<file path="config.mk">
export PLATFORM = sky130hd
export DESIGN_NAME = instr_prefetch
export DESIGN_NICKNAME = d
export VERILOG_FILES = /design/src/rtl/instr_prefetch.sv
export SDC_FILE = /design/constraint.sdc
export NUM_CORES = 1
export LEC_CHECK = 0
export ABC_AREA = 0
export ABC_CLOCK_PERIOD_IN_PS = 2500
export BUFFER_PORTS_ARGS = -buffer_cell sky130_fd_sc_hd__buf_4
export CORE_MARGIN = 2
export CORE_UTILIZATION = 52
export DETAILED_ROUTE_END_ITERATION = 7
export HOLD_SLACK_MARGIN = 0.12
export PLACE_DENSITY = 0.76
export SLEW_MARGIN = 20
export SYNTH_ARGS = -nofsm -noshare
export SYNTH_HDL_FRONTEND = slang
export SYNTH_SLANG_ARGS = --single-unit
export TNS_END_PERCENT = 1
</file>
<file path="constraint.sdc">
create_clock -name clk -period 2.5 [get_ports clk]
set_input_delay 0.125 -clock clk [delete_from_list [all_inputs] [get_ports clk]]
set_output_delay 0.125 -clock clk [all_outputs]
set_load 0.01 [all_outputs]
</file>
<file path="src/rtl/instr_prefetch.sv">
// Sequential instruction prefetch buffer between a multi-cycle instruction memory and the core's instr port.
// Optional same-cycle forwarding of returning memory data is enabled with `define PREFETCH_BYPASS_EN.
module instr_prefetch #(
  parameter int DEPTH = 4
) (
  input  logic        clk,
  input  logic        reset,
  input  logic [31:0] pc,
  input  logic        advance,
  output logic [31:0] instr,
  output logic        hit,
  output logic        mem_req,
  output logic [31:0] mem_addr,
  input  logic        mem_ack,
  input  logic [31:0] mem_rdata
);

  localparam int AW = (DEPTH > 1) ? $clog2(DEPTH) : 1;
  localparam logic [AW:0] FULL = (AW+1)'(DEPTH);

  typedef enum logic [1:0] {IDLE, REQ, REQ_STALE} state_t;

  state_t        state, state_nxt;
  logic [31:0]   head_addr, fa;
  logic [AW:0]   count, count_nxt;
  logic [AW-1:0] rd_ptr, wr_ptr;
  logic [31:0]   fifo_mem [DEPTH];

  logic redirect, fifo_hit, ack_live, bypass, issue, push, fifo_pop, pop;
  logic pc_unused;

  assign pc_unused = ^pc[1:0];

  assign redirect = pc[31:2] != head_addr[31:2];
  assign fifo_hit = (count != '0) && !redirect;
  // An ack that is not cancelled by a redirect in the same cycle carries usable data.
  assign ack_live = (state == REQ) && mem_ack && !redirect;

`ifdef PREFETCH_BYPASS_EN
  assign bypass = ack_live && (count == '0) && (mem_addr[31:2] == pc[31:2]);
`else
  assign bypass = 1'b0;
`endif

  assign hit      = fifo_hit | bypass;
  assign instr    = bypass ? mem_rdata : fifo_mem[rd_ptr];
  assign pop      = advance & hit;
  assign fifo_pop = advance & fifo_hit;
  // A forwarded word that the core consumes immediately never enters the queue.
  assign push     = ack_live & ~(bypass & advance);
  // In IDLE nothing is outstanding, so the current count is the full slot budget.
  assign issue    = (state == IDLE) && !redirect && (count < FULL);

  // NOTE: every signal assigned in always_comb gets a default first, so no latch can be inferred.
  always_comb begin
    state_nxt = state;
    unique case (state)
      IDLE:      if (issue) state_nxt = REQ;
      REQ:       if (mem_ack) state_nxt = IDLE;
                 else if (redirect) state_nxt = REQ_STALE;
      REQ_STALE: if (mem_ack) state_nxt = IDLE;
      default:   state_nxt = IDLE;
    endcase
  end

  always_comb begin
    count_nxt = count;
    if (redirect) begin
      count_nxt = '0;
    end else begin
      unique case ({push, fifo_pop})
        2'b10:   count_nxt = count + (AW+1)'(1);
        2'b01:   count_nxt = count - (AW+1)'(1);
        default: count_nxt = count;
      endcase
    end
  end

  // NOTE: sequential state uses non-blocking assignments so every register samples pre-edge values.
  always_ff @(posedge clk or negedge reset) begin
    if (!reset) begin
      state     <= IDLE;
      head_addr <= '0;
      fa        <= '0;
      count     <= '0;
      rd_ptr    <= '0;
      wr_ptr    <= '0;
      mem_req   <= 1'b0;
      mem_addr  <= '0;
    end else begin
      state <= state_nxt;
      count <= count_nxt;

      if (redirect) begin
        head_addr <= {pc[31:2], 2'b00};
        fa        <= {pc[31:2], 2'b00};
        rd_ptr    <= '0;
        wr_ptr    <= '0;
      end else begin
        if (pop)      head_addr <= head_addr + 32'd4;
        if (issue)    fa        <= fa + 32'd4;
        if (fifo_pop) rd_ptr    <= rd_ptr + AW'(1);
        if (push)     wr_ptr    <= wr_ptr + AW'(1);
      end

      if (issue) begin
        mem_req  <= 1'b1;
        mem_addr <= fa;
      end else if (mem_ack && (state != IDLE)) begin
        mem_req  <= 1'b0;
      end
    end
  end

  // NOTE: the data array has no reset; count and the pointers alone decide which entries are meaningful.
  always_ff @(posedge clk) begin
    if (push) fifo_mem[wr_ptr] <= mem_rdata;
  end

endmodule

</file>
==> results of run 1 <==
per-layer routing:
metal	vias up	track usage [%]	wire (microns)
met3	59	4.02	1670
met5	-	0	0
met2	288	41.6	12500
met4	0	7.61	610
li1	3073	-	-
met1	3448	32.9	9950
power by group:
group / internal [mW] / switching (mW)
clock network: 2.20 / 1.43
logic: 0.251 / 0.241
registers: 4.03 / 0.0596
total: 6.48 / 1.73
path summary, 6_finish.rpt:
path | slack, ps | start | end | cells past startpoint
setup / recovery | -40 | head_addr[31] | hit | 9
hold / removal | 170 | reset | head_addr[23] | 3
setup reg to reg | 30 | head_addr[31] | count[2] | 9
hold reg to reg | 500 | mem_req | mem_req | 2
max in group asynchronous | 1980 | reset | rd_ptr[0] | 3
min in group clk | 340 | mem_rdata[15] | fifo_mem[0][15] | 2
placed cells by master, fill, tap and decap left out, drive strengths merged, types with 20 or more instances in the layout:
cell / count
a21oi: 80
dfrtp: 100
mux2: 38
nand2: 27
edfxtp: 128
dlygate4sd3: 65
buf: 188
xnor2: 46
nor4: 24
clkbuf: 35
xor2: 44
mux4: 32
nor3: 20
cell families (layout without fill, tap and decap cells):
kind of cell               count (synthesis)  after routing  synth area share (%)
DFF                                      228            228                  63.2
AOI/OAI and AO/OA                         92             92                  5.01
adders and majority gates                  7              7                 0.947
and+or+nand+nor                          153            153                  9.27
muxes                                     72             72                  11.6
other                                      1              2                0.0373
buffers and inverters                     44            306                  2.06
xor gates and xnor gates                  90             90                  7.85
per-stage QoR:
stage                     util (%)  instance area, sq um
after floorplan                  -                 10000
after global routing          70.9                 13300
final                         70.9                 13300
after CTS                     70.1                 13200
after global placement        61.6                 11600
after detailed placement      61.6                 11600
cell type report:
type | count | area (sq um) | share of cell area [%]
Clock buffer | 35 | 682 | 5.11
Clock inverter | 8 | 125 | 0.938
Inverter | 8 | 30.0 | 0.225
Multi-Input combinational cell | 416 | 3580 | 26.9
Sequential cell | 228 | 6350 | 47.6
Tap cell | 260 | 325 | 2.44
Timing Repair Buffer | 255 | 2250 | 16.9
registers in the layout, summed over array words and instances, names as in the netlist:
name	flops
count	3
fa	30
fifo_mem	128
head_addr	30
mem_addr	30
mem_req	1
rd_ptr	2
state	2
wr_ptr	2
worst max-delay path, stage by stage, from the launching register on:
cell	delay, ps
dfrtp_1	400
xor2_1	170
nor4_2	350
nand4_1	200
buf_4	180
buf_6	120
nor2_4	110
buf_12	110
o31a_1	120
buf_4	130
timing repair:
action                                 4_1_cts  5_1_grt
pin swaps                                    5        9
endpoints found under the hold margin      292        0
resized for setup                            5       18
hold buffers                                66        0
gates cloned                                 2        0
setup buffers                                6        8
setup endpoints to repair                    1      112
==> results by group, run 1 <==
Floorplanning
  – Die width: 143 microns
  – Initial core utilization: 53.3%
  – Row cnt: 50
  – Core area: 18800 sq um
  – Die span in y: 143 microns
  – I/O pin cnt: 134
  – Die ar.: 20400 sq um

STA
  – Hold_ws: 166 ps
  – Fin crit share: 102%
  – Final min period: 2540 ps
  – Worst-case headroom to the max-slew limit: 63.7%
  – Final setup fails: 1
  – Final Worst Setup Slack: -38.9 ps
  – Final hold violation count: 0
  – Final TNS setup: -38.9 ps
  – RSZ-0062 raised after global routing: true
  – Max-slew violations: 0
  – Clock skew: 10.3 ps
  – Fmax: 394 MHz
  – Worst-Margin Slew: 543 ps

Placed design
  – IO buf count: 129
  – Gpl congestion: 0.877
  – Hpwl dp: 15.3 mm
  – Pre-CTS setup slack: 79.7 ps
  – Placed cells: 1085

Clocking
  – Cts bufs inserted: 24
  – Clock sink count: 228
  – CTS Buffer Depth: 3
  – H-tree Lvls: 1
  – Worst-path clk slew: 60 ps
  – Clock Latency Late Sink: 520 ps
  – Root buf cell: clkbuf_16
  – CTS tree: built

Synthesis
  – Yosys warnings: 0
  – Largest area contributor in the netlist: edfxtp_1
  – Synth top area share: 38.3%
  – Mapped Avg Cell Area: 14.6 sq um
  – Commonest cells post-synth: 128 x edfxtp_1, 100 x dfrtp_1, 74 x a21oi_1
  – Cells after Synth: 687
  – Top_reg_cell synth: edfxtp_1
  – Count of different cell masters after synthesis: 47
  – Most numerous cell in the Yosys netlist: edfxtp_1
  – Post-synth EDFFs: 128
  – Post-synthesis cell area: 10000 sq um
  – Top cells by area, synth: edfxtp_1 38%, dfrtp_1 25%, mux4_2 7.2%, mux2_2 4.0%, xnor2_1 4.0%
  – Asr flop ratio synth: 43.9%
  – Number of synthesized register bits: 228
  – Share of the yosys chip area belonging to registers: 63.2%

Routing
  – Vias per cell: 5.68
  – 1st-pass router iterations: 5
  – Initial DRC Count: 547
  – Wire length per cell: 20.5 microns
  – Vias: 6868
  – DRC viols: 0
  – Remaining antenna violation count: 0
  – Final WL: 24.8 mm

Cells and area
  – Fin cells: 1210
  – Share of layout cells above drive strength 1: 35.2%
  – Number of fillers in the final layout: 1170
  – Nets: 1008
  – Diodes inserted: 0
  – Synth-to-Final Area Change: 32.9%

GRT
  – Initial antenna violation count: 0
  – Grt ovf: 0
  – Vias in the first global route: 7191
  – First-pass GRT wire length: 38.9 mm
  – All-Layer GR Usage: 24.6%
  – Pin count of the biggest net entering global routing: 51

Worst setup path
  – Crit. End Element: output pin
  – Highest fanout seen on the critical path: 3
  – Required @ worst endpoint: 2380 ps
  – Critical path class: flip-flop to output pin
  – CP arrival: 2410 ps
  – Worst Setup Start Kind: flip-flop

Power and ir drop
  – Pwr dens: 615 nW/um^2
  – Max IR drop VDD: 0.425 mV
  – Leakage power: 5.17 nW
  – Final Power: 8.21 mW

Outcome
  – Failing checks: negative setup slack
  – Outcome: complete, but fails checks

Min path
  – Worst min-delay path class: primary input to async pin

Run
  – Max cap viols: 0
(Power assumes the default switching activity.)
==> run 2: changes to the inputs <==
TNS_END_PERCENT = 5   (was 1)
==> run 2 against run 1 <==
Net effect:
- combinational power barely moved
- utilization fell by 0.16 points
- flip-flop and latch count did not move
- register-to-register slack got worse by 20 ps
- the flow now finishes without violations
- count of clock-buffer cells in the layout did not move
- worst setup slack improved by 49 ps
- final cell count barely moved
- wire length rose by 0.21%
- critical path type is now flip-flop to flip-flop
- die area did not move
- critical endpoint is now count[2]
- largest power group unchanged
- cell area fell by 0.22%
- power barely moved
- hold slack got worse by 1.4 ps
==> results by group, run 2 (same netlist as run 1, synthesis figures left out) <==
GRT
  – Vias in the first global route: 7191
  – Grt ovf: 0
  – All-Layer GR Usage: 24.6%
  – Pin count of the biggest net entering global routing: 51
  – Initial antenna violation count: 0
  – First-pass GRT wire length: 38.9 mm

Outcome
  – Outcome: finished clean

STA
  – Final hold violation count: 0
  – Fmax: 402 MHz
  – Fin crit share: 99.6%
  – Clock skew: 11.6 ps
  – Max-slew violations: 0
  – Final min period: 2490 ps
  – Worst-case headroom to the max-slew limit: 60.6%
  – Hold_ws: 165 ps
  – Worst-Margin Slew: 589 ps
  – RSZ-0062 raised after global routing: true
  – Final setup fails: 0

Floorplanning
  – Die span in y: 143 microns
  – Row cnt: 50
  – I/O pin cnt: 134
  – Die ar.: 20400 sq um
  – Initial core utilization: 53.3%
  – Die width: 143 microns
  – Core area: 18800 sq um

Worst setup path
  – CP arrival: 2900 ps
  – Origin of the critical flop-to-flop path: head_addr[21]
  – Crit-path slowest cell: dfrtp_1
  – CP top delay family: simple AND/OR/NAND/NOR gates
  – Crit path buf inv count: 1
  – Required @ worst endpoint: 2910 ps
  – CP startpoint: head_addr[21]
  – Worst stage delay on the critical path: 430 ps
  – Worst Setup Start Kind: flip-flop
  – Critical path class: flip-flop to flip-flop
  – Crit. End Element: flip-flop
  – Highest fanout seen on the critical path: 4
  – Worst path cell trace: xor2_1 > nor4_2 > nand4_1 > buf_4 > nor4_4 > fa_2 > nor3_2 > or3_1 > and3_1

Routing
  – Vias per cell: 5.65
  – DRC viols: 0
  – Final WL: 24.8 mm
  – Initial DRC Count: 471
  – Wire length per cell: 20.5 microns
  – 1st-pass router iterations: 4
  – Vias: 6826
  – Remaining antenna violation count: 0

Power and ir drop
  – Internal Dissipation: 6.48 mW
  – Pwr dens: 617 nW/um^2
  – Clock share of power: 44.2%
  – Sw Share: 21.1%
  – Net Sw Power: 1.73 mW
  – Max IR drop VDD: 0.426 mV
  – Reg power frac: 49.8%
  – Final Power: 8.21 mW
  – Leakage power: 5.17 nW
  – Comb pwr share: 6.0%

Cells and area
  – Most frequent cells in the layout: 177 x buf_4, 128 x edfxtp_1, 97 x dfrtp_1
  – Synth-to-Final Area Change: 32.6%
  – Max reg flops: 128
  – Largest reg by FF count: fifo_mem
  – Diodes inserted: 0
  – Nets: 1007
  – Share of layout cells above drive strength 1: 34.8%
  – Commonest non-fill, non-tap cell in the layout: buf_4

Placed design
  – Gpl congestion: 0.877
  – IO buf count: 129
  – Hpwl dp: 15.3 mm

Clocking
  – H-tree Lvls: 1
  – Worst-path clk slew: 60 ps
  – Cts bufs inserted: 24
  – Clock Latency Late Sink: 520 ps
  – CTS Buffer Depth: 3
  – Clock sink count: 228
  – Root buf cell: clkbuf_16
  – CTS tree: built

Run
  – Max cap viols: 0

Min path
  – Worst min-delay path class: primary input to async pin
==> run 2: stage by stage <==
stage | setup WS, ps | TNS (ps) | area [sq um] | std cells | utilization, %
6_report | 9.79 | 0 | 13300 | 1209 | 70.7
5_1_grt | -97.3 | -478 | 13300 | 1209 | 70.7
3_5_place_dp | 79.7 | 0 | 11600 | 1085 | 61.6
4_1_cts | -29.1 | -29.1 | 13200 | 1202 | 70.1
2_1_floorplan | -239 | -23010 | 10000 | 688 | -
3_3_place_gp | 102 | 0 | 11600 | 1085 | 61.6
==> run 2: routing by layer <==
layer	global-route usage, %	part of all wire [%]	vias to the layer above
li1	-	-	3076
met1	32.9	40	3420
met2	41.6	51	275
met3	4.02	6.6	55
met4	7.61	2.3	0
met5	0	0	-
==> run 2: what timing repair did <==
| action | 4_1_cts | 5_1_grt |
|---|---|---|
| pin swaps | 5 | 11 |
| endpoints found under the hold margin | 292 | 0 |
| setup buffers | 6 | 9 |
| gates cloned | 2 | 0 |
| resized for setup | 5 | 13 |
| hold buffers | 66 | 0 |
| endpoints found under the setup margin | 1 | 112 |
==> run 2: final cells by class <==
cell class	count	area, sq um
sequential	228	6350
fill	1174	5520
tap	260	325
timing repair buffer	254	2230
multi-input combinational	416	3580
clock buffer	35	682
clock inverter	8	125
inverter	8	30.0
==> run 2: power by group through the flow <==
stage	registers (mW)	clock network, mW	logic [mW]
2_1_floorplan	4.16	0	0.147
3_3_place_gp	4.16	0	0.357
3_5_place_dp	4.16	0	0.370
4_1_cts	4.09	3.68	0.467
5_1_grt	4.09	3.83	0.529
6_report	4.09	3.63	0.492
==> run 2: tightest hold or removal path, cell delays in order <==
cell	delay, ps
dlygate4sd3_1	520
buf_4	170
buf_12	210
==> run 2: path summary, 6_finish.rpt <==
check,to,slack [ps],cells past startpoint
max,count[2],10,9
min,head_addr[23],160,3
max reg2reg,count[2],10,9
min reg2reg,mem_req,500,2
max in group asynchronous,rd_ptr[0],1980,3
min in group clk,fifo_mem[0][15],340,2
